`src/rtl/outpass4_pkg.sv`:
```
`default_nettype none
// ============================================================================
// Module      : outpass4_pkg
// Description : Shared lane width, arbiter state encoding and default idle
//               lane value for the OutPass4 round-robin lane arbiter.
// Revision    : 1.0 - initial release
// ============================================================================
package outpass4_pkg;

    // Width of the OutPass4_frame_config lane (I0..I3)
    localparam int LANE_W = 4;

    // Value presented on the lane while no grant is active
    localparam logic [LANE_W-1:0] DEFAULT_IDLE_VALUE = 4'h0;

    // Arbiter states: IDLE = lane free, DRIVE = a granted word is on the lane
    typedef enum logic [0:0] {
        IDLE  = 1'b0,
        DRIVE = 1'b1
    } arb_state_e;

endpackage
`default_nettype wire

```
`src/rtl/outpass4_rr_arbiter_rr_pick.sv`:
```
`default_nettype none
// ============================================================================
// Module      : outpass4_rr_arbiter_rr_pick
// Description : Combinational rotating-priority encoder. Returns the first
//               unmasked requester found when scanning upward from the
//               round-robin pointer, wrapping modulo NUM_REQ.
// Revision    : 1.0 - initial release
// ============================================================================
module outpass4_rr_arbiter_rr_pick #(
    parameter int NUM_REQ = 4,
    parameter int SRC_W   = $clog2(NUM_REQ)
) (
    input  logic [NUM_REQ-1:0] i_req,
    input  logic [NUM_REQ-1:0] i_mask,
    input  logic [SRC_W-1:0]   i_rr_ptr,
    output logic               o_any,
    output logic [SRC_W-1:0]   o_sel
);

    logic [NUM_REQ-1:0] w_cand;
    logic [NUM_REQ-1:0] w_rot;
    logic [SRC_W:0]     w_off;
    logic [SRC_W:0]     w_sum;

    // The requester currently being acked may not win this cycle
    assign w_cand = i_req & ~i_mask;

    // Rotate so that bit 0 corresponds to the pointer position; the doubled
    // copy supplies the wrapped-around entries without any modulo logic
    assign w_rot = NUM_REQ'({w_cand, w_cand} >> i_rr_ptr);

    assign o_any = |w_rot;

    // Lowest set bit of the rotated vector is the distance from the pointer
    always_comb begin
        w_off = '0;
        for (int k = NUM_REQ - 1; k >= 0; k--) begin
            if (w_rot[k]) begin
                w_off = (SRC_W + 1)'(k);
            end
        end
    end

    // Map distance back to an absolute index; a single subtract suffices
    // because pointer and distance are both below NUM_REQ
    assign w_sum = {1'b0, i_rr_ptr} + w_off;
    assign o_sel = (w_sum >= (SRC_W + 1)'(NUM_REQ))
                 ? SRC_W'(w_sum - (SRC_W + 1)'(NUM_REQ))
                 : w_sum[SRC_W-1:0];

endmodule
`default_nettype wire

```
`src/rtl/outpass4_rr_arbiter.sv`:
```
`default_nettype none
// ============================================================================
// Module      : outpass4_rr_arbiter
// Description : Shares one 4-bit OutPass4 output lane between NUM_REQ fabric
//               requesters. Grants round-robin, freezes the granted word on
//               the lane for HOLD_CYCLES cycles and pulses a one-cycle ack in
//               the final drive cycle. Back-to-back grants leave no gap.
// Revision    : 1.0 - initial release
// ============================================================================
module outpass4_rr_arbiter
    import outpass4_pkg::*;
#(
    parameter int                NUM_REQ     = 4,
    parameter int                HOLD_CYCLES = 2,
    parameter logic [LANE_W-1:0] IDLE_VALUE  = DEFAULT_IDLE_VALUE
) (
    input  logic                       clk,
    input  logic                       reset,
    input  logic [NUM_REQ-1:0]         req,
    input  logic [NUM_REQ*LANE_W-1:0]  data,
    output logic [NUM_REQ-1:0]         ack,
    output logic [LANE_W-1:0]          out_data,
    output logic                       out_valid,
    output logic [$clog2(NUM_REQ)-1:0] out_src
);

    localparam int c_SRC_W  = $clog2(NUM_REQ);
    localparam int c_HOLD_W = (HOLD_CYCLES > 1) ? $clog2(HOLD_CYCLES) : 1;
    localparam logic [c_HOLD_W-1:0] c_HOLD_LOAD = c_HOLD_W'(HOLD_CYCLES - 1);
    localparam logic [c_SRC_W-1:0]  c_LAST_IDX  = c_SRC_W'(NUM_REQ - 1);

    arb_state_e          r_state;
    logic [c_HOLD_W-1:0] r_hold_cnt;
    logic [c_SRC_W-1:0]  r_rr_ptr;
    logic [LANE_W-1:0]   r_out_data;
    logic                r_out_valid;
    logic [c_SRC_W-1:0]  r_out_src;
    logic [NUM_REQ-1:0]  r_ack;

    logic [c_SRC_W-1:0]  w_next_ptr;
    logic [c_SRC_W-1:0]  w_scan_ptr;
    logic                w_any;
    logic [c_SRC_W-1:0]  w_sel;
    logic [LANE_W-1:0]   w_sel_data;
    logic [NUM_REQ-1:0]  w_sel_onehot;
    logic [NUM_REQ-1:0]  w_src_onehot;

    // Pointer value that takes effect once the current grant finishes
    assign w_next_ptr = (r_out_src == c_LAST_IDX) ? '0 : r_out_src + c_SRC_W'(1);

    // During DRIVE the only scan that matters is in the final cycle, where
    // the next grant must already start after the current grantee
    assign w_scan_ptr = (r_state == DRIVE) ? w_next_ptr : r_rr_ptr;

    // ack is high exactly in the final cycle, so it doubles as the mask
    outpass4_rr_arbiter_rr_pick #(
        .NUM_REQ (NUM_REQ),
        .SRC_W   (c_SRC_W)
    ) u_rr_pick (
        .i_req    (req),
        .i_mask   (r_ack),
        .i_rr_ptr (w_scan_ptr),
        .o_any    (w_any),
        .o_sel    (w_sel)
    );

    // Word of the selected requester, picked with constant slices
    always_comb begin
        w_sel_data = IDLE_VALUE;
        for (int i = 0; i < NUM_REQ; i++) begin
            if (w_sel == c_SRC_W'(i)) begin
                w_sel_data = data[i*LANE_W +: LANE_W];
            end
        end
    end

    assign w_sel_onehot = NUM_REQ'(1) << w_sel;
    assign w_src_onehot = NUM_REQ'(1) << r_out_src;

    // Arbiter FSM, hold counter, lane registers and ack generation
    always_ff @(posedge clk) begin
        if (reset) begin
            r_state     <= IDLE;
            r_hold_cnt  <= '0;
            r_rr_ptr    <= '0;
            r_out_data  <= IDLE_VALUE;
            r_out_valid <= 1'b0;
            r_out_src   <= '0;
            r_ack       <= '0;
        end else begin
            case (r_state)
                IDLE: begin
                    if (w_any) begin
                        r_state     <= DRIVE;
                        r_out_data  <= w_sel_data;
                        r_out_src   <= w_sel;
                        r_out_valid <= 1'b1;
                        r_hold_cnt  <= c_HOLD_LOAD;
                        // A single-cycle hold makes the grant cycle the ack cycle
                        r_ack       <= (HOLD_CYCLES == 1) ? w_sel_onehot : '0;
                    end else begin
                        r_ack <= '0;
                    end
                end

                DRIVE: begin
                    if (r_hold_cnt != '0) begin
                        r_hold_cnt <= r_hold_cnt - c_HOLD_W'(1);
                        r_ack      <= (r_hold_cnt == c_HOLD_W'(1)) ? w_src_onehot : '0;
                    end else begin
                        // Final drive cycle ends here
                        r_rr_ptr <= w_next_ptr;
                        if (w_any) begin
                            r_out_data  <= w_sel_data;
                            r_out_src   <= w_sel;
                            r_out_valid <= 1'b1;
                            r_hold_cnt  <= c_HOLD_LOAD;
                            r_ack       <= (HOLD_CYCLES == 1) ? w_sel_onehot : '0;
                        end else begin
                            r_state     <= IDLE;
                            r_out_data  <= IDLE_VALUE;
                            r_out_valid <= 1'b0;
                            r_hold_cnt  <= '0;
                            r_ack       <= '0;
                        end
                    end
                end

                default: begin
                    r_state <= IDLE;
                end
            endcase
        end
    end

    assign ack       = r_ack;
    assign out_data  = r_out_data;
    assign out_valid = r_out_valid;
    assign out_src   = r_out_src;

endmodule
`default_nettype wire
```
`config.mk`:
```
export PLATFORM = sky130hd
export DESIGN_NAME = outpass4_rr_arbiter
export DESIGN_NICKNAME = d
export VERILOG_FILES = /design/src/rtl/outpass4_pkg.sv /design/src/rtl/outpass4_rr_arbiter_rr_pick.sv /design/src/rtl/outpass4_rr_arbiter.sv
export SDC_FILE = /design/constraint.sdc
export NUM_CORES = 1
export LEC_CHECK = 0
export BUFFER_PORTS_ARGS = -buffer_cell sky130_fd_sc_hd__buf_2
export CORE_UTILIZATION = 45
export CTS_BUF_LIST = sky130_fd_sc_hd__clkbuf_8
export DETAILED_ROUTE_END_ITERATION = 12
export GPL_ROUTABILITY_DRIVEN = 0
export PLACE_DENSITY = 0.73
export SLEW_MARGIN = 10
export SYNTH_ARGS = -nofsm -noshare
export SYNTH_HDL_FRONTEND = slang
export SYNTH_SLANG_ARGS = --single-unit
```
`constraint.sdc`:
```
create_clock -name clk -period 1.7 [get_ports clk]
set_input_delay 0.255 -clock clk [delete_from_list [all_inputs] [get_ports clk]]
set_output_delay 0.255 -clock clk [all_outputs]
set_load 0.005 [all_outputs]
```
## Yosys cells after proc, flatten, opt, wreduce, memory -nomap -nowiden

Cells that the tools add are included.

- Register bits after elaboration: 15
- Input bits: 22
- Output and inout port bits: 11
- Logic and storage cells: 56

- Add/sub/neg operators: 4
- $lt $le $gt $ge: 1
- Eq/ne operators: 6
- Shift operators: 2
- Multiplexer cells: 28
- Bitwise operators: 4
- Reduce and logical (&&, ||, !) cells: 4

Operator list:

| operator | number |
|---|---|
| 2-to-1 mux 4 bit | 8 |
| 2-to-1 mux 2 bit | 9 |
| one-hot mux 4 bit (2 select lines) | 2 |
| >> shifter 8 x 2 -> 4 bit | 1 |
| equality test 2 bit, second input constant | 3 |
| one-hot mux 1 bit (2 select lines) | 3 |
| 2-to-1 mux 1 bit | 5 |
| bitwise AND 4 bit | 1 |
| inverter 4 bit | 1 |
| one-hot mux 2 bit (2 select lines) | 1 |
| AND reduction 2 bit | 2 |
| OR reduction 4 bit | 1 |
| left shift 1 x 2 -> 4 bit, first input constant | 1 |
| adder 2 x 2 -> 3 bit | 1 |
| greater-or-equal comparator 3 bit, second input constant | 1 |
| adder 2 x 1 -> 2 bit, second input constant | 1 |
| equality test 2 x 1 -> 1 bit, second input constant | 1 |
| zero test 2 bit | 1 |
| inequality test 2 x 1 -> 1 bit, second input constant | 1 |
| inequality test 2 bit, second input constant | 1 |
| inverter 1 bit | 2 |
| subtractor 2 x 1 -> 2 bit, second input constant | 1 |
| subtractor 1 bit, second input constant | 1 |

## Depth between registers and ports, before layout

Gate-level depths: netlist of run 1.

- Depth after elaboration: 19
- Depth in mapped cells: 7
- Depth with buffers taken out: 7

## Cells and area by module

Synthesis of run 1 repeated with hierarchy kept, for this count alone.

- Cells, all modules: 85
- Area total of the unflattened synthesis: 873.3 sq um

Modules (own cells, without submodules):

| module | instances | cells each | area each (sq um) | sequential area each (sq um) |
|---|---|---|---|---|
| outpass4_rr_arbiter | 1 | 63 | 684.4 | 300.3 |
| outpass4_rr_arbiter_rr_pick | 1 | 22 | 188.9 | 0.0 |

## Worst setup path before layout of run 1

Ideal clock, no wire load.

- Path kind: reg2reg
- From: register r_out_src[0] (netlist: out_src[0])
- To: register r_out_data[1] (netlist: out_data[1])
- Library setup time: 0.124 ns
- Arrival time: 1.766 ns
- Data required time: 1.576 ns
- Setup slack: -0.190 ns
- Stages on the path, launching flop included: 8
- Path buffers: 0
- Clock period less this slack: 1.890 ns
- Cell sequence: dfxtp_1 ha_1 mux2i_2 a21o_1 a21o_1 o211ai_1 a221oi_1 o21ai_1

- Cells in the longest elaborated chain, start to end: 19
- Elaborated cells on any way between the ends: 28
- Classes of those cells: add/sub (3); order compare (1); eq/ne (5); shift (1); mux (15); reduce/logical (3)

RTL lines:

| what | RTL line | source |
|---|---|---|
| start: declaration | outpass4_rr_arbiter.sv:37 | `logic [c_SRC_W-1:0] r_out_src;` |
| start signal: assignment | outpass4_rr_arbiter.sv:96 | `r_out_src <= w_sel;` |
| start signal: assignment | outpass4_rr_arbiter.sv:115 | `r_out_src <= w_sel;` |
| adder 2 x 1 -> 2 bit or equality test 2 bit (tied branches) | outpass4_rr_arbiter.sv:49 | `assign w_next_ptr = (r_out_src == c_LAST_IDX) ? '0 : r_out_src + c_SRC_W'(1);` |
| 2-to-1 mux 2 bit * | outpass4_rr_arbiter.sv:49 |  |
| via w_next_ptr[1] | outpass4_rr_arbiter.sv:40 | `logic [c_SRC_W-1:0] w_next_ptr;` |
| 2-to-1 mux 2 bit * | outpass4_rr_arbiter.sv:53 | `assign w_scan_ptr = (r_state == DRIVE) ? w_next_ptr : r_rr_ptr;` |
| >> shifter 8 x 2 -> 4 bit | outpass4_rr_arbiter_rr_pick.sv:30 | `assign w_rot = NUM_REQ'({w_cand, w_cand} >> i_rr_ptr);` |
| 2-to-1 mux 2 bit (4 in a row) | outpass4_rr_arbiter_rr_pick.sv:38 | `if (w_rot[k]) begin` |
| adder 2 x 2 -> 3 bit | outpass4_rr_arbiter_rr_pick.sv:46 | `assign w_sum = {1'b0, i_rr_ptr} + w_off;` |
| greater-or-equal comparator 3 bit or subtractor 2 x 1 -> 2 bit (tied branches) | outpass4_rr_arbiter_rr_pick.sv:47, outpass4_rr_arbiter_rr_pick.sv:48 |  |
| 2-to-1 mux 2 bit | outpass4_rr_arbiter_rr_pick.sv:48 | `? SRC_W'(w_sum - (SRC_W + 1)'(NUM_REQ))` |
| zero test 2 bit | outpass4_rr_arbiter.sv:71 | `if (w_sel == c_SRC_W'(i)) begin` |
| 2-to-1 mux 4 bit (4 in a row) | outpass4_rr_arbiter.sv:71 |  |
| 2-to-1 mux 4 bit | outpass4_rr_arbiter.sv:113 | `if (w_any) begin` |
| 2-to-1 mux 4 bit | outpass4_rr_arbiter.sv:107 | `if (r_hold_cnt != '0) begin` |
| one-hot mux 4 bit (2 select lines) | outpass4_rr_arbiter.sv:91 | `case (r_state)` |
| end signal: assignment | outpass4_rr_arbiter.sv:95 | `r_out_data <= w_sel_data;` |
| end signal: assignment | outpass4_rr_arbiter.sv:114 | `r_out_data <= w_sel_data;` |
| end: declaration | outpass4_rr_arbiter.sv:35 | `logic [LANE_W-1:0] r_out_data;` |

Mark *: on every way through the listed nets, which the timed path passes. The rest lies on a longest branch. The select of a mux whose other input is x is not followed.
A chain may end at the register's enable or synchronous reset.

## Final worst setup path of run 1

- From: register r_out_src[0] (netlist: out_src[0])
- To: register r_out_data[3] (netlist: out_data[3])

- Cells in the longest elaborated chain, start to end: 19
- Elaborated cells on any way between the ends: 28
- Classes of those cells: add/sub (3); order compare (1); eq/ne (5); shift (1); mux (15); reduce/logical (3)

RTL lines:

| what | RTL line |
|---|---|
| adder 2 x 1 -> 2 bit or equality test 2 bit (tied branches) | outpass4_rr_arbiter.sv:49 |
| 2-to-1 mux 2 bit * | outpass4_rr_arbiter.sv:49 |
| 2-to-1 mux 2 bit * | outpass4_rr_arbiter.sv:53 |
| >> shifter 8 x 2 -> 4 bit | outpass4_rr_arbiter_rr_pick.sv:30 |
| 2-to-1 mux 2 bit (4 in a row) | outpass4_rr_arbiter_rr_pick.sv:38 |
| adder 2 x 2 -> 3 bit | outpass4_rr_arbiter_rr_pick.sv:46 |
| greater-or-equal comparator 3 bit or subtractor 2 x 1 -> 2 bit (tied branches) | outpass4_rr_arbiter_rr_pick.sv:47, outpass4_rr_arbiter_rr_pick.sv:48 |
| 2-to-1 mux 2 bit | outpass4_rr_arbiter_rr_pick.sv:48 |
| zero test 2 bit | outpass4_rr_arbiter.sv:71 |
| 2-to-1 mux 4 bit (4 in a row) | outpass4_rr_arbiter.sv:71 |
| 2-to-1 mux 4 bit | outpass4_rr_arbiter.sv:113 |
| 2-to-1 mux 4 bit | outpass4_rr_arbiter.sv:107 |
| one-hot mux 4 bit (2 select lines) | outpass4_rr_arbiter.sv:91 |

Mark *: on every way between the ends. The rest lies on a longest branch, timed or not. The select of a mux whose other input is x is not followed.

==> run_summary.xml, run 1 <==
<?xml version="1.0" encoding="UTF-8"?>
<metrics>
  <group name="outcome">
    <metric name="failed_checks" unit="">negative setup slack</metric>
    <metric name="run_status" unit="">finished, violations left</metric>
  </group>
  <group name="yosys">
    <metric name="yosysSeqAreaShare" unit="%">30.15</metric>
    <metric name="synthesized_area_fraction_occupied_by_ao_oa_aoi_and_oai_cells" unit="%">33.92</metric>
    <metric name="synth.ff_latch_count" unit="">15</metric>
    <metric name="post_synth_and_or_nand_nor_area_fraction" unit="%">28.39</metric>
    <metric name="yosysUniqueCellTypes" unit="">48</metric>
    <metric name="synth-edff-count" unit="">0</metric>
    <metric name="synth_area" unit="sq um">996.0</metric>
    <metric name="synth_fp_nets" unit="">142</metric>
    <metric name="synth_ff_type" unit="">sky130_fd_sc_hd__dfxtp_1</metric>
    <metric name="synthesized_area_per_cell" unit="sq um">8.369</metric>
    <metric name="synth.largest_area_cell" unit="">sky130_fd_sc_hd__dfxtp_1</metric>
    <metric name="postSynthCellCount" unit="">119</metric>
    <metric name="synth.area.mux_share" unit="%">2.387</metric>
    <metric name="synth_top_cell_area_share" unit="%">30.15</metric>
    <metric name="synth_top_family_by_area" unit="">compound AO/OA/AOI/OAI gates</metric>
    <metric name="synth.area.top_cells" unit="">sky130_fd_sc_hd__dfxtp_1 (30%), sky130_fd_sc_hd__nand2_1 (4.5%), sky130_fd_sc_hd__a221oi_1 (3.5%), sky130_fd_sc_hd__a21oi_1 (3.0%), sky130_fd_sc_hd__nor2_1 (3.0%)</metric>
    <metric name="synth-adder-area-share" unit="%">1.256</metric>
    <metric name="yosys_warnings" unit="">0</metric>
    <metric name="asyncSetResetFlopFracSynth" unit="%">0</metric>
    <metric name="post_synth_xor_area_fraction" unit="%">0</metric>
  </group>
  <group name="timing">
    <metric name="timing.final.crit_period" unit="ps">1906</metric>
    <metric name="timing.final.crit_share" unit="%">112.1</metric>
    <metric name="fin_skew" unit="ps">1.060</metric>
    <metric name="rsz_0062_raised_after_global_routing" unit="">yes</metric>
    <metric name="timing.final.max_slew_violations" unit="">0</metric>
    <metric name="worst_hold_slack" unit="ps">274.4</metric>
    <metric name="layout_setup_ws" unit="ps">-206.5</metric>
    <metric name="worst_slew_pin_slew" unit="ps">436.1</metric>
    <metric name="final-hold-violation-count" unit="">0</metric>
    <metric name="finalSetupViolations" unit="">6</metric>
    <metric name="max_clock_freq" unit="MHz">524.5</metric>
    <metric name="slew-limit-headroom" unit="%">70.80</metric>
  </group>
  <group name="final_layout">
    <metric name="fillCellCount" unit="">146</metric>
    <metric name="nNetsFinal" unit="">204</metric>
    <metric name="insertedDiodeCount" unit="">0</metric>
    <metric name="final_common_cell" unit="">sky130_fd_sc_hd__buf_2</metric>
    <metric name="drive_above_1_share" unit="%">47.78</metric>
    <metric name="area_delta_synth_final" unit="%">52.26</metric>
    <metric name="most-common-layout-cells" unit="">sky130_fd_sc_hd__buf_2 (32), sky130_fd_sc_hd__buf_4 (28), sky130_fd_sc_hd__dfxtp_1 (13)</metric>
  </group>
  <group name="drt">
    <metric name="wire_per_inst" unit="microns">16.10</metric>
    <metric name="highest-signal-layer" unit="">met4</metric>
    <metric name="detailroute.via_count" unit="">1256</metric>
    <metric name="drt_first_pass_iters" unit="">5</metric>
    <metric name="wl_met3" unit="microns">282</metric>
    <metric name="first_iter_violations" unit="">70</metric>
    <metric name="routed_via_density" unit="">6.068</metric>
    <metric name="wirelength" unit="microns">3332</metric>
    <metric name="remaining_drc_errors" unit="">0</metric>
    <metric name="drtAntennaViolNets" unit="">0</metric>
    <metric name="detail_route.wirelength.met1" unit="microns">1268</metric>
    <metric name="route.met2.wl" unit="microns">1667</metric>
  </group>
  <group name="worst_setup_path">
    <metric name="reg2reg_to" unit="">out_data[3]</metric>
    <metric name="reg2regPathDepth" unit="">7</metric>
    <metric name="r2r_slack" unit="ps">-210</metric>
    <metric name="end_kind" unit="">register</metric>
    <metric name="cp_required" unit="ps">1850</metric>
    <metric name="timing.rr.start" unit="">out_src[0]</metric>
    <metric name="worst-path-max-fanout" unit="">4</metric>
    <metric name="critPathLaunch" unit="">out_src[0]</metric>
    <metric name="critical_path_type" unit="">reg -&gt; reg</metric>
    <metric name="critPathArrivalTime" unit="ps">2050</metric>
    <metric name="critPathLaunchType" unit="">register</metric>
    <metric name="worstSetupEndpoint" unit="">out_data[3]</metric>
  </group>
  <group name="cts">
    <metric name="clk_latency" unit="ps">250</metric>
    <metric name="clock_sinks" unit="">15</metric>
    <metric name="cell_at_the_root_of_the_clock_tree" unit="">sky130_fd_sc_hd__clkbuf_8</metric>
    <metric name="cts-root-to-sink-buffers" unit="">2</metric>
    <metric name="cts_buffers" unit="">3</metric>
    <metric name="tritoncts_clock_tree" unit="">built</metric>
    <metric name="post_cts_hold_buffer_count" unit="">0</metric>
    <metric name="ctsHtreeMaxLevel" unit="">1</metric>
    <metric name="clk_pin_slew" unit="ps">60</metric>
  </group>
  <group name="place">
    <metric name="placement.setup.worst_slack" unit="ps">-265.5</metric>
    <metric name="detailedPlacementHpwl" unit="microns">2493</metric>
    <metric name="port_buffers" unit="">32</metric>
  </group>
  <group name="floorplan">
    <metric name="die_height" unit="microns">49.05</metric>
    <metric name="fp.coreArea" unit="sq mm">0.002022</metric>
    <metric name="core.rowCount" unit="">16</metric>
    <metric name="floorplan.io_pins" unit="">33</metric>
    <metric name="dieArea" unit="sq mm">0.002405</metric>
    <metric name="die_width" unit="microns">49.05</metric>
    <metric name="initial_utilization" unit="%">49.26</metric>
  </group>
  <group name="grt">
    <metric name="number_of_antenna_violations_at_the_first_check_in_global_routing" unit="">0</metric>
    <metric name="globalRouteTotalUtil" unit="%">30.51</metric>
    <metric name="maximum_number_of_pins_on_one_net_before_global_route_repair" unit="">15</metric>
    <metric name="grt_pass1_vias" unit="">1223</metric>
    <metric name="gr-total-overflow" unit="">0</metric>
    <metric name="grt_pass1_wl" unit="microns">5595</metric>
  </group>
  <group name="power_and_ir_drop">
    <metric name="ir_drop" unit="V">0.0006680</metric>
    <metric name="power.density" unit="mW/mm^2">841.7</metric>
    <metric name="leakagePower" unit="nW">0.6916</metric>
  </group>
  <group name="worst_hold_path">
    <metric name="worstHoldPathType" unit="">in -&gt; reg</metric>
  </group>
  <group name="flow_run">
    <metric name="max_cap_viol_count" unit="">0</metric>
  </group>
</metrics>
## synthesized netlist by cell type (2+ instances only)
master	number
sky130_fd_sc_hd__nor2_1	8
sky130_fd_sc_hd__o2111ai_1	2
sky130_fd_sc_hd__nor3_1	4
sky130_fd_sc_hd__nor2b_1	2
sky130_fd_sc_hd__a31oi_1	2
sky130_fd_sc_hd__o21ai_0	5
sky130_fd_sc_hd__o31ai_1	2
sky130_fd_sc_hd__o21ai_1	5
sky130_fd_sc_hd__inv_1	4
sky130_fd_sc_hd__dfxtp_1	15
sky130_fd_sc_hd__a221oi_1	4
sky130_fd_sc_hd__a21o_1	2
sky130_fd_sc_hd__nand2b_1	4
sky130_fd_sc_hd__and3_1	3
sky130_fd_sc_hd__o221ai_1	2
sky130_fd_sc_hd__nand3_1	2
sky130_fd_sc_hd__nor4b_1	2
sky130_fd_sc_hd__and2b_1	3
sky130_fd_sc_hd__nand2_1	12
sky130_fd_sc_hd__nor4_1	3
sky130_fd_sc_hd__a21oi_1	6
## through the flow
stage	std cells	TNS [ps]	util, %	area (sq um)	total power, mW
finish	207	-1011	75.00	1516	1.276
global placement	200	-756.8	69.00	1395	0.8984
floorplan	119	0	-	1033	0.7111
CTS	205	-594.2	73.02	1476	1.244
detailed placement	200	-1324	69.00	1395	0.9147
global route	207	-1810	75.00	1516	1.349
## worst min path at each step
stage,from,to,depth (start not counted)
2_1_floorplan,reset,ack[3],1
3_3_place_gp,out_data[1],out_data[1],2
3_5_place_dp,out_data[2],out_data[2],2
4_1_cts,data[5],out_data[1],3
5_1_grt,data[6],out_data[2],3
6_report,data[5],out_data[1],3
## sequential cells by signal (all words and copies together), names as in the netlist
name,cells
out_data,4
r_hold_cnt,1
r_rr_ptr,2
ack,4
out_src,2
out_valid,1
r_state,1
## final cells by class
class,instances,area (sq um),share of cell area (%)
clock buffers,3,41.29,2.723
inverters,5,18.77,1.238
repair buffers,60,370.4,24.42
multi-input cells,96,739.5,48.76
flip-flops and latches,15,305.3,20.13
well taps,27,33.78,2.228
clock inverters,1,7.507,0.4951
## report_power, final
group          switching (mW)  total (mW)  internal [mW]
combinational           0.274       0.548          0.274
sequential             0.0360       0.425          0.389
clock                   0.138       0.303          0.165
## cell families (layout without fill, tap and decap cells)
group,after synthesis,count (layout)
mux,2,2
flops,15,15
compound gates,43,43
buf+inv,8,69
fa+ha+maj,1,1
simple gates,50,50
## per-layer routing
metal / track usage [%] / up-vias
met1: 35.24 / 575
met3: 6.231 / 21
met4: 13.73 / 0
li1: - / 587
met2: 53.70 / 73
met5: 0 / -
## timing repair
item | CTS | global route
setup buffers | 1 | 2
pin swaps | 1 | 12
setup endpoints to repair | 6 | 6
resized for setup | 7 | 4
## worst max-delay path, cell delays in order, from the launching register on
cell	delay [ps]
sky130_fd_sc_hd__dfxtp_4	360
sky130_fd_sc_hd__ha_4	170
sky130_fd_sc_hd__nor3b_4	270
sky130_fd_sc_hd__nor3_2	120
sky130_fd_sc_hd__a211oi_1	240
sky130_fd_sc_hd__o32a_1	260
sky130_fd_sc_hd__nor3_1	70
sky130_fd_sc_hd__nor4_1	300
No activity file was read; power rests on OpenSTA's default activity.
==> run 2, diff against run 1 <==
--- a/config.mk
+++ b/config.mk
@@ -6,11 +6,13 @@
 export NUM_CORES = 1
 export LEC_CHECK = 0
 export BUFFER_PORTS_ARGS = -buffer_cell sky130_fd_sc_hd__buf_2
-export CORE_UTILIZATION = 45
+export CELL_PAD_IN_SITES_DETAIL_PLACEMENT = 1
+export CELL_PAD_IN_SITES_GLOBAL_PLACEMENT = 1
+export CORE_UTILIZATION = 34
 export CTS_BUF_LIST = sky130_fd_sc_hd__clkbuf_8
 export DETAILED_ROUTE_END_ITERATION = 12
 export GPL_ROUTABILITY_DRIVEN = 0
-export PLACE_DENSITY = 0.73
+export PLACE_DENSITY = 0.76
 export SLEW_MARGIN = 10
 export SYNTH_ARGS = -nofsm -noshare
 export SYNTH_HDL_FRONTEND = slang
==> run_summary.xml, run 2 (synthesized netlist as in run 1, its figures left out) <==
<?xml version="1.0" encoding="UTF-8"?>
<metrics>
  <group name="outcome">
    <metric name="run_status" unit="">finished, violations left</metric>
    <metric name="failed_checks" unit="">negative setup slack</metric>
  </group>
  <group name="final_layout">
    <metric name="layout.core_utilization" unit="%">62.70</metric>
    <metric name="most-common-layout-cells" unit="">sky130_fd_sc_hd__buf_4 (39), sky130_fd_sc_hd__buf_2 (32), sky130_fd_sc_hd__dfxtp_1 (12)</metric>
    <metric name="final_common_cell" unit="">sky130_fd_sc_hd__buf_4</metric>
    <metric name="insertedDiodeCount" unit="">0</metric>
    <metric name="nNetsFinal" unit="">219</metric>
    <metric name="fillCellCount" unit="">327</metric>
    <metric name="drive_above_1_share" unit="%">57.44</metric>
    <metric name="area_delta_synth_final" unit="%">73.62</metric>
    <metric name="post_layout_nonfiller_instances" unit="">226</metric>
  </group>
  <group name="worst_setup_path">
    <metric name="reg2reg_to" unit="">out_data[3]</metric>
    <metric name="timing.rr.start" unit="">out_src[0]</metric>
    <metric name="reg2regPathDepth" unit="">8</metric>
    <metric name="crit_path_max_incr_delay" unit="ps">340</metric>
    <metric name="cpMaxStageDelayCell" unit="">sky130_fd_sc_hd__dfxtp_2</metric>
    <metric name="critPathArrivalTime" unit="ps">2160</metric>
    <metric name="critical_path_type" unit="">reg -&gt; reg</metric>
    <metric name="critPathLaunchType" unit="">register</metric>
    <metric name="cp.buffers_inverters" unit="">1</metric>
    <metric name="r2r_slack" unit="ps">-320</metric>
    <metric name="timing.critical_path.max_delay_family" unit="">simple AND/OR/NAND/NOR gates</metric>
    <metric name="end_kind" unit="">register</metric>
    <metric name="critPathLaunch" unit="">out_src[0]</metric>
    <metric name="timing.critical_path.cells" unit="">ha_4 -&gt; nor3b_4 -&gt; nor3_4 -&gt; buf_4 -&gt; a2bb2oi_2 -&gt; o31ai_4 -&gt; a221oi_2 -&gt; nor4_2</metric>
    <metric name="worst-path-max-fanout" unit="">4</metric>
    <metric name="cp_required" unit="ps">1840</metric>
  </group>
  <group name="timing">
    <metric name="max_clock_freq" unit="MHz">494.0</metric>
    <metric name="timing.final.crit_share" unit="%">119.1</metric>
    <metric name="timing.final.max_slew_violations" unit="">0</metric>
    <metric name="finalSetupViolations" unit="">6</metric>
    <metric name="fin_skew" unit="ps">8.208</metric>
    <metric name="slew-limit-headroom" unit="%">65.42</metric>
    <metric name="layout_setup_ws" unit="ps">-324.4</metric>
    <metric name="worst_slew_pin_slew" unit="ps">516.5</metric>
    <metric name="final-hold-violation-count" unit="">0</metric>
    <metric name="timing.final.crit_period" unit="ps">2024</metric>
    <metric name="rsz_0062_raised_after_global_routing" unit="">yes</metric>
  </group>
  <group name="cts">
    <metric name="cts-root-to-sink-buffers" unit="">2</metric>
    <metric name="tritoncts_clock_tree" unit="">built</metric>
    <metric name="clk_latency" unit="ps">250</metric>
    <metric name="cell_at_the_root_of_the_clock_tree" unit="">sky130_fd_sc_hd__clkbuf_8</metric>
    <metric name="clock_sinks" unit="">15</metric>
    <metric name="cts_buffers" unit="">3</metric>
    <metric name="clk_pin_slew" unit="ps">70</metric>
    <metric name="ctsHtreeMaxLevel" unit="">1</metric>
  </group>
  <group name="worst_hold_path">
    <metric name="timing.hold.worst.start" unit="">data[5]</metric>
    <metric name="worstHoldPathType" unit="">in -&gt; reg</metric>
    <metric name="holdPathStages" unit="">3</metric>
    <metric name="timing.hold.worst_endpoint" unit="">out_data[1]</metric>
  </group>
  <group name="grt">
    <metric name="number_of_antenna_violations_at_the_first_check_in_global_routing" unit="">0</metric>
    <metric name="grt_pass1_wl" unit="microns">6837</metric>
    <metric name="globalRouteTotalUtil" unit="%">28.49</metric>
    <metric name="gr-total-overflow" unit="">0</metric>
    <metric name="grt_pass1_vias" unit="">1350</metric>
    <metric name="maximum_number_of_pins_on_one_net_before_global_route_repair" unit="">15</metric>
  </group>
  <group name="floorplan">
    <metric name="fp.coreArea" unit="sq mm">0.002758</metric>
    <metric name="die_height" unit="microns">56.12</metric>
    <metric name="die_width" unit="microns">56.12</metric>
    <metric name="initial_utilization" unit="%">36.12</metric>
    <metric name="floorplan.io_pins" unit="">33</metric>
    <metric name="core.rowCount" unit="">19</metric>
    <metric name="dieArea" unit="sq mm">0.003149</metric>
  </group>
  <group name="power_and_ir_drop">
    <metric name="internal_power" unit="mW">0.8967</metric>
    <metric name="power.switching" unit="mW">0.5328</metric>
    <metric name="power.density" unit="mW/mm^2">826.7</metric>
    <metric name="leakagePower" unit="nW">0.7910</metric>
    <metric name="power.clock.fraction" unit="%">20.2</metric>
    <metric name="switching_share" unit="%">37.27</metric>
    <metric name="seq_power_share" unit="%">29.9</metric>
    <metric name="comb_power_share" unit="%">49.9</metric>
    <metric name="ir_drop" unit="V">0.0006791</metric>
  </group>
  <group name="drt">
    <metric name="wirelength" unit="microns">5064</metric>
    <metric name="drt_first_pass_iters" unit="">4</metric>
    <metric name="first_iter_violations" unit="">57</metric>
    <metric name="detailroute.via_count" unit="">1362</metric>
    <metric name="remaining_drc_errors" unit="">0</metric>
    <metric name="drtAntennaViolNets" unit="">0</metric>
    <metric name="wire_per_inst" unit="microns">22.41</metric>
    <metric name="routed_via_density" unit="">6.027</metric>
  </group>
  <group name="place">
    <metric name="placement.setup.worst_slack" unit="ps">-351.7</metric>
    <metric name="post-place-cells" unit="">209</metric>
    <metric name="port_buffers" unit="">32</metric>
    <metric name="detailedPlacementHpwl" unit="microns">3046</metric>
  </group>
  <group name="flow_run">
    <metric name="max_cap_viol_count" unit="">0</metric>
  </group>
</metrics>
## run 2: cell count changes in the layout (fill, tap and decap cells not counted), moves of 2 or more
cell / before / now
sky130_fd_sc_hd__buf_4: 28 / 39
sky130_fd_sc_hd__buf_6: 0 / 4
sky130_fd_sc_hd__nor3_1: 4 / 2
sky130_fd_sc_hd__o221ai_1: 2 / 0
sky130_fd_sc_hd__o221ai_2: 0 / 2
## run 2: worst register-to-register path, delay by kind of cell (launching register included)
family	cells	cell delay [ps]
AND/OR/NAND/NOR	3	690
flip-flops	1	340
adder cells (fa/ha/maj)	1	180
AO/OA/AOI/OAI	3	560
buffers and inverters	1	140
## run 2: per-layer routing
metal / global-route usage, % / wire [microns] / part of all wire (%) / vias up
li1: - / - / - / 615
met1: 35.20 / 2085 / 41 / 701
met2: 50.68 / 2715 / 54 / 37
met3: 3.953 / 183 / 3.6 / 9
met4: 9.059 / 80 / 1.6 / 0
met5: 0 / 0 / 0 / -
## run 2: metrics by stage
| step | hold WS [ps] | TNS (ps) | power, mW | cell area (sq um) |
|---|---|---|---|---|
| global placement | 434.7 | -834.0 | 0.9174 | 1438 |
| detailed placement | 456.8 | -1397 | 0.9418 | 1438 |
| CTS | 319.2 | -840.4 | 1.284 | 1574 |
| global route | 320.3 | -1989 | 1.493 | 1729 |
| floorplan | 330.7 | 0 | 0.7111 | 1033 |
| finish | 312.6 | -1608 | 1.429 | 1729 |
## run 2: power by group through the flow
| stage | Combinational, mW | Clock (mW) | Sequential (mW) |
|---|---|---|---|
| finish | 0.713 | 0.289 | 0.427 |
| global route | 0.748 | 0.314 | 0.431 |
| CTS | 0.565 | 0.294 | 0.425 |
| detailed placement | 0.512 | 0 | 0.430 |
| global placement | 0.490 | 0 | 0.427 |
| floorplan | 0.280 | 0 | 0.431 |
## run 2: layout make-up
cell class	count	area [sq um]	share of cell area (%)
Clock buffer	3	41.29	2.388
Sequential cell	15	306.5	17.73
Clock inverter	1	3.754	0.2171
Tap cell	31	38.79	2.243
Inverter	5	18.77	1.085
Multi-Input combinational cell	96	822.0	47.54
Timing Repair Buffer	75	498.0	28.80
## run 2: what timing repair did
| action | 4_1_cts | 5_1_grt |
|---|---|---|
| hold endpoints to repair | 0 | 0 |
| buffers inserted | 1 | 12 |
| hold buffers | 0 | 0 |
| resized for setup | 18 | 15 |
| pin swaps | 16 | 14 |
| cloned | 0 | 0 |
| setup endpoints to repair | 6 | 6 |
## run 2: worst max path at each step
stage | cells after the start | endpoint | slack [ps]
6_report | 8 | out_data[3] | -320
3_5_place_dp | 7 | out_data[3] | -350
4_1_cts | 8 | out_data[3] | -200
3_3_place_gp | 8 | out_data[2] | -200
5_1_grt | 8 | out_data[3] | -380
2_1_floorplan | 7 | out_data[1] | 0.06
==> run 3, diff against run 2 <==
--- a/config.mk
+++ b/config.mk
@@ -13,6 +13,7 @@
 export DETAILED_ROUTE_END_ITERATION = 12
 export GPL_ROUTABILITY_DRIVEN = 0
 export PLACE_DENSITY = 0.76
+export RECOVER_POWER = 50
 export SLEW_MARGIN = 10
 export SYNTH_ARGS = -nofsm -noshare
 export SYNTH_HDL_FRONTEND = slang
==> run_summary.xml, run 3 (synthesized netlist as in run 1, its figures left out) <==
<?xml version="1.0" encoding="UTF-8"?>
<metrics>
  <group name="place">
    <metric name="port_buffers" unit="">32</metric>
    <metric name="detailedPlacementHpwl" unit="microns">3046</metric>
  </group>
  <group name="outcome">
    <metric name="run_status" unit="">finished, violations left</metric>
    <metric name="failed_checks" unit="">negative setup slack</metric>
  </group>
  <group name="worst_setup_path">
    <metric name="worst-path-max-fanout" unit="">4</metric>
    <metric name="cpMaxStageDelayCell" unit="">sky130_fd_sc_hd__dfxtp_2</metric>
    <metric name="end_kind" unit="">register</metric>
    <metric name="timing.critical_path.cells" unit="">ha_4 -&gt; nor3b_4 -&gt; nor3_4 -&gt; buf_4 -&gt; a2bb2oi_2 -&gt; o31ai_4 -&gt; a221oi_2 -&gt; nor4_2</metric>
    <metric name="cp_required" unit="ps">1840</metric>
    <metric name="crit_path_max_incr_delay" unit="ps">340</metric>
    <metric name="critical_path_type" unit="">reg -&gt; reg</metric>
    <metric name="critPathLaunchType" unit="">register</metric>
    <metric name="critPathArrivalTime" unit="ps">2160</metric>
  </group>
  <group name="final_layout">
    <metric name="seqCellArea" unit="sq um">306.5</metric>
    <metric name="insertedDiodeCount" unit="">0</metric>
    <metric name="area_delta_synth_final" unit="%">73.49</metric>
    <metric name="fillCellCount" unit="">328</metric>
    <metric name="drive_above_1_share" unit="%">56.92</metric>
    <metric name="nNetsFinal" unit="">219</metric>
    <metric name="multiInputGateArea" unit="sq um">822.0</metric>
    <metric name="final_common_cell" unit="">sky130_fd_sc_hd__buf_4</metric>
    <metric name="most-common-layout-cells" unit="">sky130_fd_sc_hd__buf_4 (38), sky130_fd_sc_hd__buf_2 (31), sky130_fd_sc_hd__dfxtp_1 (12)</metric>
  </group>
  <group name="floorplan">
    <metric name="floorplan.io_pins" unit="">33</metric>
    <metric name="initial_utilization" unit="%">36.12</metric>
    <metric name="fp.coreArea" unit="sq mm">0.002758</metric>
    <metric name="die_height" unit="microns">56.12</metric>
    <metric name="dieArea" unit="sq mm">0.003149</metric>
    <metric name="die_width" unit="microns">56.12</metric>
    <metric name="core.rowCount" unit="">19</metric>
  </group>
  <group name="timing">
    <metric name="fin_tns_setup" unit="ps">-1618</metric>
    <metric name="timing.final.max_slew_violations" unit="">0</metric>
    <metric name="finalSetupViolations" unit="">6</metric>
    <metric name="timing.final.crit_period" unit="ps">2022</metric>
    <metric name="rsz_0062_raised_after_global_routing" unit="">yes</metric>
    <metric name="fin_skew" unit="ps">8.456</metric>
    <metric name="timing.final.crit_share" unit="%">118.9</metric>
    <metric name="max_clock_freq" unit="MHz">494.6</metric>
    <metric name="final-hold-violation-count" unit="">0</metric>
    <metric name="slew-limit-headroom" unit="%">65.16</metric>
    <metric name="layout_setup_ws" unit="ps">-321.9</metric>
    <metric name="worst_slew_pin_slew" unit="ps">520.3</metric>
    <metric name="worst_hold_slack" unit="ps">314.6</metric>
  </group>
  <group name="drt">
    <metric name="first_iter_violations" unit="">61</metric>
    <metric name="routed_via_density" unit="">6.009</metric>
    <metric name="drt_first_pass_iters" unit="">4</metric>
    <metric name="remaining_drc_errors" unit="">0</metric>
    <metric name="wirelength" unit="microns">5066</metric>
    <metric name="detailroute.via_count" unit="">1358</metric>
    <metric name="wire_per_inst" unit="microns">22.42</metric>
    <metric name="drtAntennaViolNets" unit="">0</metric>
  </group>
  <group name="cts">
    <metric name="clock_sinks" unit="">15</metric>
    <metric name="cts-root-to-sink-buffers" unit="">2</metric>
    <metric name="cts_buffers" unit="">3</metric>
    <metric name="clk_pin_slew" unit="ps">70</metric>
    <metric name="tritoncts_clock_tree" unit="">built</metric>
    <metric name="cell_at_the_root_of_the_clock_tree" unit="">sky130_fd_sc_hd__clkbuf_8</metric>
    <metric name="ctsHtreeMaxLevel" unit="">1</metric>
    <metric name="clk_latency" unit="ps">250</metric>
  </group>
  <group name="power_and_ir_drop">
    <metric name="leakagePower" unit="nW">0.7861</metric>
    <metric name="totalPowerFinal" unit="mW">1.430</metric>
    <metric name="power.density" unit="mW/mm^2">827.7</metric>
    <metric name="ir_drop" unit="V">0.0006801</metric>
  </group>
  <group name="worst_hold_path">
    <metric name="worstHoldPathType" unit="">in -&gt; reg</metric>
  </group>
  <group name="grt">
    <metric name="grt_pass1_vias" unit="">1350</metric>
    <metric name="grt_pass1_wl" unit="microns">6837</metric>
    <metric name="number_of_antenna_violations_at_the_first_check_in_global_routing" unit="">0</metric>
    <metric name="gr-total-overflow" unit="">0</metric>
    <metric name="globalRouteTotalUtil" unit="%">28.49</metric>
    <metric name="maximum_number_of_pins_on_one_net_before_global_route_repair" unit="">15</metric>
  </group>
  <group name="flow_run">
    <metric name="max_cap_viol_count" unit="">0</metric>
  </group>
</metrics>
run 3: cell types whose count changed in the layout (fill, tap and decap cells not counted), sizes merged:
| cell | delta |
|---|---|
| buf | -2 |
| clkbuf | +2 |
run 3: final timing paths:
kind	startpoint	slack, ps	cells after the start	to
setup reg to reg	out_src[0]	-320	8	out_data[3]
hold reg to reg	out_valid	470	2	out_valid
setup / recovery	out_src[0]	-320	8	out_data[3]
hold / removal	data[5]	310	3	out_data[1]
run 3: metal layers:
metal  global-route usage (%)  up-vias  part of all wire [%]
li1                         -      615                     -
met1                    35.20      693                    41
met2                    50.68       39                    53
met3                    3.953       11                   3.4
met4                    9.059        0                   1.8
met5                        0        -                     0
run 3: cell type report:
cell class	count	share of cell area [%]
well taps	31	2.245
clock inverters	1	0.2172
repair buffers	75	28.75
inverters	5	1.086
multi-input cells	96	47.57
flip-flops and latches	15	17.74
clock buffers	3	2.390
run 3: worst max-delay path: cells and delay by family (launching register included):
| kind | cells | cell delay (ps) |
|---|---|---|
| buf+inv | 1 | 140 |
| simple gates | 3 | 690 |
| compound gates | 3 | 560 |
| flops | 1 | 340 |
| fa+ha+maj | 1 | 180 |
run 3: where the power goes:
group | switching, mW | leakage [nW] | internal, mW | total, mW
Clock | 0.130 | 0.0269 | 0.160 | 0.289
Sequential | 0.0381 | 0.125 | 0.389 | 0.427
Combinational | 0.366 | 0.634 | 0.347 | 0.713
Total | 0.534 | 0.786 | 0.897 | 1.43
run 3: through the flow:
stage	worst slack, ps	util, %	std cells	area [sq um]
floorplan	0.05596	-	119	1033
global placement	-197.8	52.13	209	1438
detailed placement	-351.7	52.13	209	1438
CTS	-204.7	57.08	214	1574
global route	-383.8	62.66	226	1728
finish	-321.9	62.66	226	1728
run 3: repair_timing:
action | in CTS | in global routing
gates cloned | 0 | 0
pin swaps | 16 | 14
resized for setup | 18 | 15
endpoints found under the setup margin | 6 | 6
hold buffers | 0 | 0
buffers inserted | 1 | 12
